## config.mk

```make
export PLATFORM = sky130hd
export DESIGN_NAME = fc_classifier
export DESIGN_NICKNAME = d
export VERILOG_FILES = /design/src/rtl/fc_classifier.sv
export SDC_FILE = /design/constraint.sdc
export NUM_CORES = 1
export LEC_CHECK = 0
export CAP_MARGIN = 20
export CORE_MARGIN = 2
export CORE_UTILIZATION = 55
export DETAILED_ROUTE_END_ITERATION = 6
export PLACE_DENSITY = 0.78
export RECOVER_POWER = 50
export SYNTH_ARGS = -nofsm -noshare
export SYNTH_HDL_FRONTEND = slang
export SYNTH_SLANG_ARGS = --single-unit
```

## constraint.sdc

```tcl
create_clock -name clk -period 14 [get_ports clk]
set_input_delay 1.4 -clock clk [delete_from_list [all_inputs] [get_ports clk]]
set_output_delay 1.4 -clock clk [all_outputs]
set_load 0.05 [all_outputs]
```

## src/rtl/fc_classifier.sv

```systemverilog
`default_nettype none
// ============================================================================
// Module      : fc_classifier
// Description : Fully-connected classifier stage. On start, computes one
//               int8 x int8 dot product per class over the flattened feature
//               vector, adds an int8 bias, streams each class score as it
//               completes and reports the arg-max class at the end.
// Revision    : 1.0 - initial release
// ----------------------------------------------------------------------------
// Parameters:
//   N_FEAT      - number of flattened features per class
//   NUM_CLASSES - number of output classes (at most 16)
//   ACC_W       - signed accumulator / score width
//   FA_W        - feature address width  (2**FA_W >= N_FEAT)
//   WA_W        - weight address width   (2**WA_W >= N_FEAT*NUM_CLASSES)
// Ports:
//   clk, rst            - clock, asynchronous active-low reset
//   start               - begin a classification (only sampled while idle)
//   f_addr / f_data     - feature memory read port, 1-cycle read latency
//   w_addr / w_data     - weight memory read port (class*N_FEAT + k)
//   b_addr / b_data     - bias memory read port (class index)
//   busy                - run in progress
//   score_valid         - 1-cycle pulse with score_class / score
//   done                - 1-cycle pulse at the end of a run
//   class_idx           - arg-max class, held until overwritten by a run
//   best_score          - score of class_idx
// Build option:
//   FC_SAT_EN           - when defined, every accumulate saturates to the
//                         signed ACC_W range; otherwise adders wrap.
// ============================================================================
module fc_classifier #(
  parameter int N_FEAT      = 784,
  parameter int NUM_CLASSES = 10,
  parameter int ACC_W       = 24,
  parameter int FA_W        = 10,
  parameter int WA_W        = 13
) (
  input  logic                    clk,
  input  logic                    rst,
  input  logic                    start,
  output logic [FA_W-1:0]         f_addr,
  input  logic [7:0]              f_data,
  output logic [WA_W-1:0]         w_addr,
  input  logic [7:0]              w_data,
  output logic [3:0]              b_addr,
  input  logic [7:0]              b_data,
  output logic                    busy,
  output logic                    score_valid,
  output logic [3:0]              score_class,
  output logic [ACC_W-1:0]        score,
  output logic                    done,
  output logic [3:0]              class_idx,
  output logic [ACC_W-1:0]        best_score
);

  localparam logic [FA_W-1:0] K_LAST   = FA_W'(N_FEAT - 1);
  localparam logic [3:0]      CLS_LAST = 4'(NUM_CLASSES - 1);

  typedef enum logic [1:0] {
    IDLE = 2'd0,
    MAC  = 2'd1,
    EVAL = 2'd2
  } state_t;

  state_t                   state_q, state_d;
  logic [3:0]               cls_q, cls_d;
  logic [FA_W-1:0]          k_q, k_d;
  logic [FA_W-1:0]          f_addr_q, f_addr_d;
  logic [WA_W-1:0]          w_addr_q, w_addr_d;
  logic [3:0]               b_addr_q, b_addr_d;
  logic signed [ACC_W-1:0]  acc_q, acc_d;
  logic                     busy_q, busy_d;
  logic                     score_valid_q, score_valid_d;
  logic [3:0]               score_class_q, score_class_d;
  logic signed [ACC_W-1:0]  score_q, score_d;
  logic                     done_q, done_d;
  logic [3:0]               class_idx_q, class_idx_d;
  logic signed [ACC_W-1:0]  best_score_q, best_score_d;
  // Read-data tracking: vld_q marks that this cycle carries memory data for
  // an address issued last cycle; first_q marks that it is element 0, whose
  // accumulation starts from the bias instead of the running sum.
  logic                     vld_q, vld_d;
  logic                     first_q, first_d;

  logic signed [15:0]       prod;
  logic signed [ACC_W-1:0]  bias_ext;
  logic signed [ACC_W-1:0]  acc_base;
  logic signed [ACC_W-1:0]  acc_sum;

  // --------------------------------------------------------------------------
  // Datapath: product and accumulate
  // --------------------------------------------------------------------------
  always_comb begin
    prod     = $signed(f_data) * $signed(w_data);
    bias_ext = ACC_W'($signed(b_data));
    acc_base = first_q ? bias_ext : acc_q;
  end

`ifdef FC_SAT_EN
  // The add is done wide enough to hold any ACC_W + 16-bit sum, so overflow
  // is detected exactly even when ACC_W is narrower than the product.
  localparam int SUM_W = ((ACC_W > 16) ? ACC_W : 16) + 1;
  localparam logic signed [SUM_W-1:0] SAT_MAX =
    {{(SUM_W-ACC_W+1){1'b0}}, {(ACC_W-1){1'b1}}};
  localparam logic signed [SUM_W-1:0] SAT_MIN =
    {{(SUM_W-ACC_W+1){1'b1}}, {(ACC_W-1){1'b0}}};

  logic signed [SUM_W-1:0] sum_wide;

  always_comb begin
    sum_wide = SUM_W'(acc_base) + SUM_W'(prod);
    if (sum_wide > SAT_MAX) begin
      acc_sum = SAT_MAX[ACC_W-1:0];
    end else if (sum_wide < SAT_MIN) begin
      acc_sum = SAT_MIN[ACC_W-1:0];
    end else begin
      acc_sum = sum_wide[ACC_W-1:0];
    end
  end
`else
  // Plain two's-complement wrap; the product is sign-extended (or truncated,
  // which is equivalent modulo 2**ACC_W) to the accumulator width.
  always_comb begin
    acc_sum = acc_base + ACC_W'(prod);
  end
`endif

  // --------------------------------------------------------------------------
  // Next-state and output logic
  // --------------------------------------------------------------------------
  always_comb begin
    state_d       = state_q;
    cls_d         = cls_q;
    k_d           = k_q;
    f_addr_d      = f_addr_q;
    w_addr_d      = w_addr_q;
    b_addr_d      = b_addr_q;
    acc_d         = acc_q;
    busy_d        = busy_q;
    score_valid_d = 1'b0;
    score_class_d = score_class_q;
    score_d       = score_q;
    done_d        = 1'b0;
    class_idx_d   = class_idx_q;
    best_score_d  = best_score_q;
    vld_d         = 1'b0;
    first_d       = 1'b0;

    if (vld_q) begin
      acc_d = acc_sum;
    end

    case (state_q)
      IDLE: begin
        if (start) begin
          cls_d    = 4'd0;
          k_d      = '0;
          busy_d   = 1'b1;
          f_addr_d = '0;
          w_addr_d = '0;
          b_addr_d = 4'd0;
          state_d  = MAC;
        end
      end

      // Addresses are registered one cycle ahead, so the address for element
      // k is already on the memory port during the MAC cycle with k_q == k.
      MAC: begin
        vld_d   = 1'b1;
        first_d = (k_q == '0);
        if (k_q == K_LAST) begin
          state_d = EVAL;
        end else begin
          k_d      = k_q + 1'b1;
          f_addr_d = k_q + 1'b1;
          w_addr_d = w_addr_q + 1'b1;
        end
      end

      // The last product is returning; acc_sum is the finished class score.
      EVAL: begin
        score_d       = acc_sum;
        score_class_d = cls_q;
        score_valid_d = 1'b1;
        if ((cls_q == 4'd0) || (acc_sum > best_score_q)) begin
          best_score_d = acc_sum;
          class_idx_d  = cls_q;
        end
        if (cls_q != CLS_LAST) begin
          cls_d    = cls_q + 4'd1;
          k_d      = '0;
          f_addr_d = '0;
          // Weight rows are contiguous: the next class starts right after
          // the last weight of this class.
          w_addr_d = w_addr_q + 1'b1;
          b_addr_d = cls_q + 4'd1;
          state_d  = MAC;
        end else begin
          done_d  = 1'b1;
          busy_d  = 1'b0;
          state_d = IDLE;
        end
      end

      default: begin
        state_d = IDLE;
      end
    endcase
  end

  // --------------------------------------------------------------------------
  // State registers
  // --------------------------------------------------------------------------
  always_ff @(posedge clk or negedge rst) begin
    if (!rst) begin
      state_q       <= IDLE;
      cls_q         <= 4'd0;
      k_q           <= '0;
      f_addr_q      <= '0;
      w_addr_q      <= '0;
      b_addr_q      <= 4'd0;
      acc_q         <= '0;
      busy_q        <= 1'b0;
      score_valid_q <= 1'b0;
      score_class_q <= 4'd0;
      score_q       <= '0;
      done_q        <= 1'b0;
      class_idx_q   <= 4'd0;
      best_score_q  <= '0;
      vld_q         <= 1'b0;
      first_q       <= 1'b0;
    end else begin
      state_q       <= state_d;
      cls_q         <= cls_d;
      k_q           <= k_d;
      f_addr_q      <= f_addr_d;
      w_addr_q      <= w_addr_d;
      b_addr_q      <= b_addr_d;
      acc_q         <= acc_d;
      busy_q        <= busy_d;
      score_valid_q <= score_valid_d;
      score_class_q <= score_class_d;
      score_q       <= score_d;
      done_q        <= done_d;
      class_idx_q   <= class_idx_d;
      best_score_q  <= best_score_d;
      vld_q         <= vld_d;
      first_q       <= first_d;
    end
  end

  assign f_addr      = f_addr_q;
  assign w_addr      = w_addr_q;
  assign b_addr      = b_addr_q;
  assign busy        = busy_q;
  assign score_valid = score_valid_q;
  assign score_class = score_class_q;
  assign score       = score_q;
  assign done        = done_q;
  assign class_idx   = class_idx_q;
  assign best_score  = best_score_q;

endmodule
`default_nettype wire

```

==> impl_metrics.ini <==
[worst_setup_path]
crit_path_max_fanout = 17
setup.worst_path.end = best_score[16]
r2r_slack_ns = 5.47
r2r_start = first_q
crit_start = w_data[0]
worstPathRequired_ns = 14.29
timing.rr.end = best_score[16]
cp-start-kind = input pin
worstRegToRegCells = 29
critPathArrivalTime_ns = 9.97
crit_type = input pin to flip-flop
setup.worst_path.end_class = flip-flop

[timing]
layout_min_cycle_time_ns = 9.687
slew_headroom_pct = -104.8
slew_viol_final = 159
finalHoldViolations = 0
rsz0062_at_grt = no
fmax_ghz = 0.1032
clock-skew-final_ns = 0.006236
worst_slew_pin_slew_ns = 3.072
fin_crit_sh_pct = 69.19
timing.final.ws_setup_ns = 4.313
setup_viol = 0
finalSetupTns_ns = 0

[synthesis]
synth_area_leaders = dfrtp_1 29%, fa_1 21%, ha_1 11%, mux2_2 6.5%, inv_1 5.6%
yosys-mux-area-fraction_pct = 9.953
synth_edf_count = 0
synth-compound-area-share_pct = 8.229
netlist_area_um2 = 9868
synth-seq-cells = 114
yosys.area_share.adder_pct = 32.38
synth_nets = 1144
async_flop_share_pct = 100.0
ys_types = 62
synth_top_area_cell = dfrtp_1
yosysSeqAreaShare_pct = 28.91
synth_top_family_by_area = adder cells
yosys.area_share.xor_xnor_pct = 3.373
synthCells = 924
avgSynthCellArea_um2 = 10.68
netlist.area_leader.share_pct = 28.91
synth_flop_cell = dfrtp_1
yosys_warnings = 0
synth-simple-area-share_pct = 10.43

[place]
hpwl_mm = 16.89
place.gp.congestion = 0.8932
placed_cell_area_um2 = 11200
place_ws_ns = 3.992
numPortBuffers = 112

[clock_network]
ctsHoldBuffers = 0
cts.path.max_buffers = 2
cts.repair.resized = 0
clock_latency_ns = 0.41
postCtsSetupBuffers = 0
cts_buffers = 17
cts_root_buf = clkbuf_16
cts_tree = built
clk_pin_slew_ns = 0.05
h-tree-depth = 4
clock-sinks = 114

[floorplan]
die_w_um = 138.0
dieArea_um2 = 19030
core-area_um2 = 17420
row_count = 48
initial_core_util_pct = 56.66
ioPinCount = 113
die_y_um = 138.0

[final_layout]
diodes = 0
design_area_um2 = 11790
most-common-layout-cells = 147 x inv_1, 114 x dfrtp_1, 104 x fa_1
area_growth_pct = 19.42
nFillCells = 1368
nets = 1258
final_common_cell = inv_1
drive_gt1_share_pct = 11.13

[outcome]
failed_checks = capacitance limit, slew limit
outcome = finished with violations

[global_routing]
antenna_found_initial = 0
grt_pass1_wl_mm = 35.96
track_usage_pct = 24.52
grt_pass1_vias = 7109
grt_overflow = 0
grt_max_degree = 61

[drt]
via_per_inst = 5.432
detailedRoute.firstIterationViolations = 319
wl_mm = 21.65
ant_nets = 0
drcViolationCount = 0
vias = 6931
wl_per_cell_um = 16.97
dr.pass1.iters = 6

[min_path]
min_from = acc_q[0]
hold_class = flip-flop to flip-flop

[run]
drv_cap = 3
registers in the layout, indices dropped and copies added, names as in the netlist:
name / flops
state_q: 2
score_class: 4
score_valid: 1
best_score: 24
vld_q: 1
first_q: 1
w_addr: 13
f_addr: 10
busy: 1
acc_q: 24
score: 24
done: 1
b_addr: 4
class_idx: 4
area by class of cell:
| type | count | area, um^2 | area share, % |
|---|---|---|---|
| Multi-Input combinational cell | 643 | 6352 | 53.90 |
| Clock buffer | 22 | 464.2 | 3.939 |
| Inverter | 148 | 555.5 | 4.714 |
| Tap cell | 225 | 281.5 | 2.389 |
| Clock inverter | 10 | 132.6 | 1.125 |
| Sequential cell | 114 | 2853 | 24.21 |
| Timing Repair Buffer | 114 | 1146 | 9.725 |
kinds of logic after synthesis:
family          after synthesis
compound gates              121
mux                          83
fa+ha+maj                   193
flops                       114
buf+inv                     167
simple gates                208
xor+xnor                     38
critical path: stages:
cell and delay, ns:
dlygate4sd3_1 0.66, and2_1 0.21, inv_1 0.67, fa_1 0.55
inv_1 0.09, fa_1 0.43, fa_1 0.47, fa_1 0.54
fa_1 0.44, ha_1 0.35, o21ai_0 0.24, a2111oi_0 0.14
a211o_1 0.35, a31o_2 0.26, a21oi_2 0.17, o21a_1 0.16
xor2_1 0.27, inv_1 0.10, ha_1 0.34, nand4_1 0.13
nor2_2 0.20, nand4b_1 0.14, a211o_1 0.27, a21oi_1 0.19
a311oi_2 0.09, a31oi_4 0.52, buf_16 0.24, mux2_4 0.32
Yosys cell counts, types with 18 or more instances:
cell     number
a21oi_1      39
and2_1       33
dfrtp_1     114
fa_1        104
ha_1         89
inv_1       147
mux2_2       57
nand2_1      52
nand3_1      23
nor2_1       50
o21ai_0      22
xnor2_1      20
xor2_1       18
worst min-delay path by stage:
| stage | endpoint | slack, ns | cells after the start |
|---|---|---|---|
| 6_report | acc_q[0] | 0.50 | 1 |
| 4_1_cts | acc_q[0] | 0.50 | 1 |
| 2_1_floorplan | acc_q[0] | 0.48 | 1 |
| 3_5_place_dp | acc_q[0] | 0.49 | 1 |
| 3_3_place_gp | acc_q[0] | 0.49 | 1 |
| 5_1_grt | acc_q[13] | 0.52 | 1 |
through the flow:
step	cells	utilization, %	hold slack (ns)
after global routing	1276	67.67	0.5168
after CTS	1276	67.72	0.5050
final	1276	67.67	0.4992
after global placement	1243	64.14	0.4869
after detailed placement	1244	64.30	0.4932
after floorplan	924	-	0.4767
routing by layer:
metal,GRT usage (%),vias to the layer above,wire length (um)
li1,-,3271,-
met1,34.91,3487,10180
met2,38.45,150,10130
met3,4.898,23,1057
met4,7.029,0,284
met5,0,-,0
Power is not shown: default switching activity piles up to over one toggle a cycle in this logic, so the estimate is an artifact.
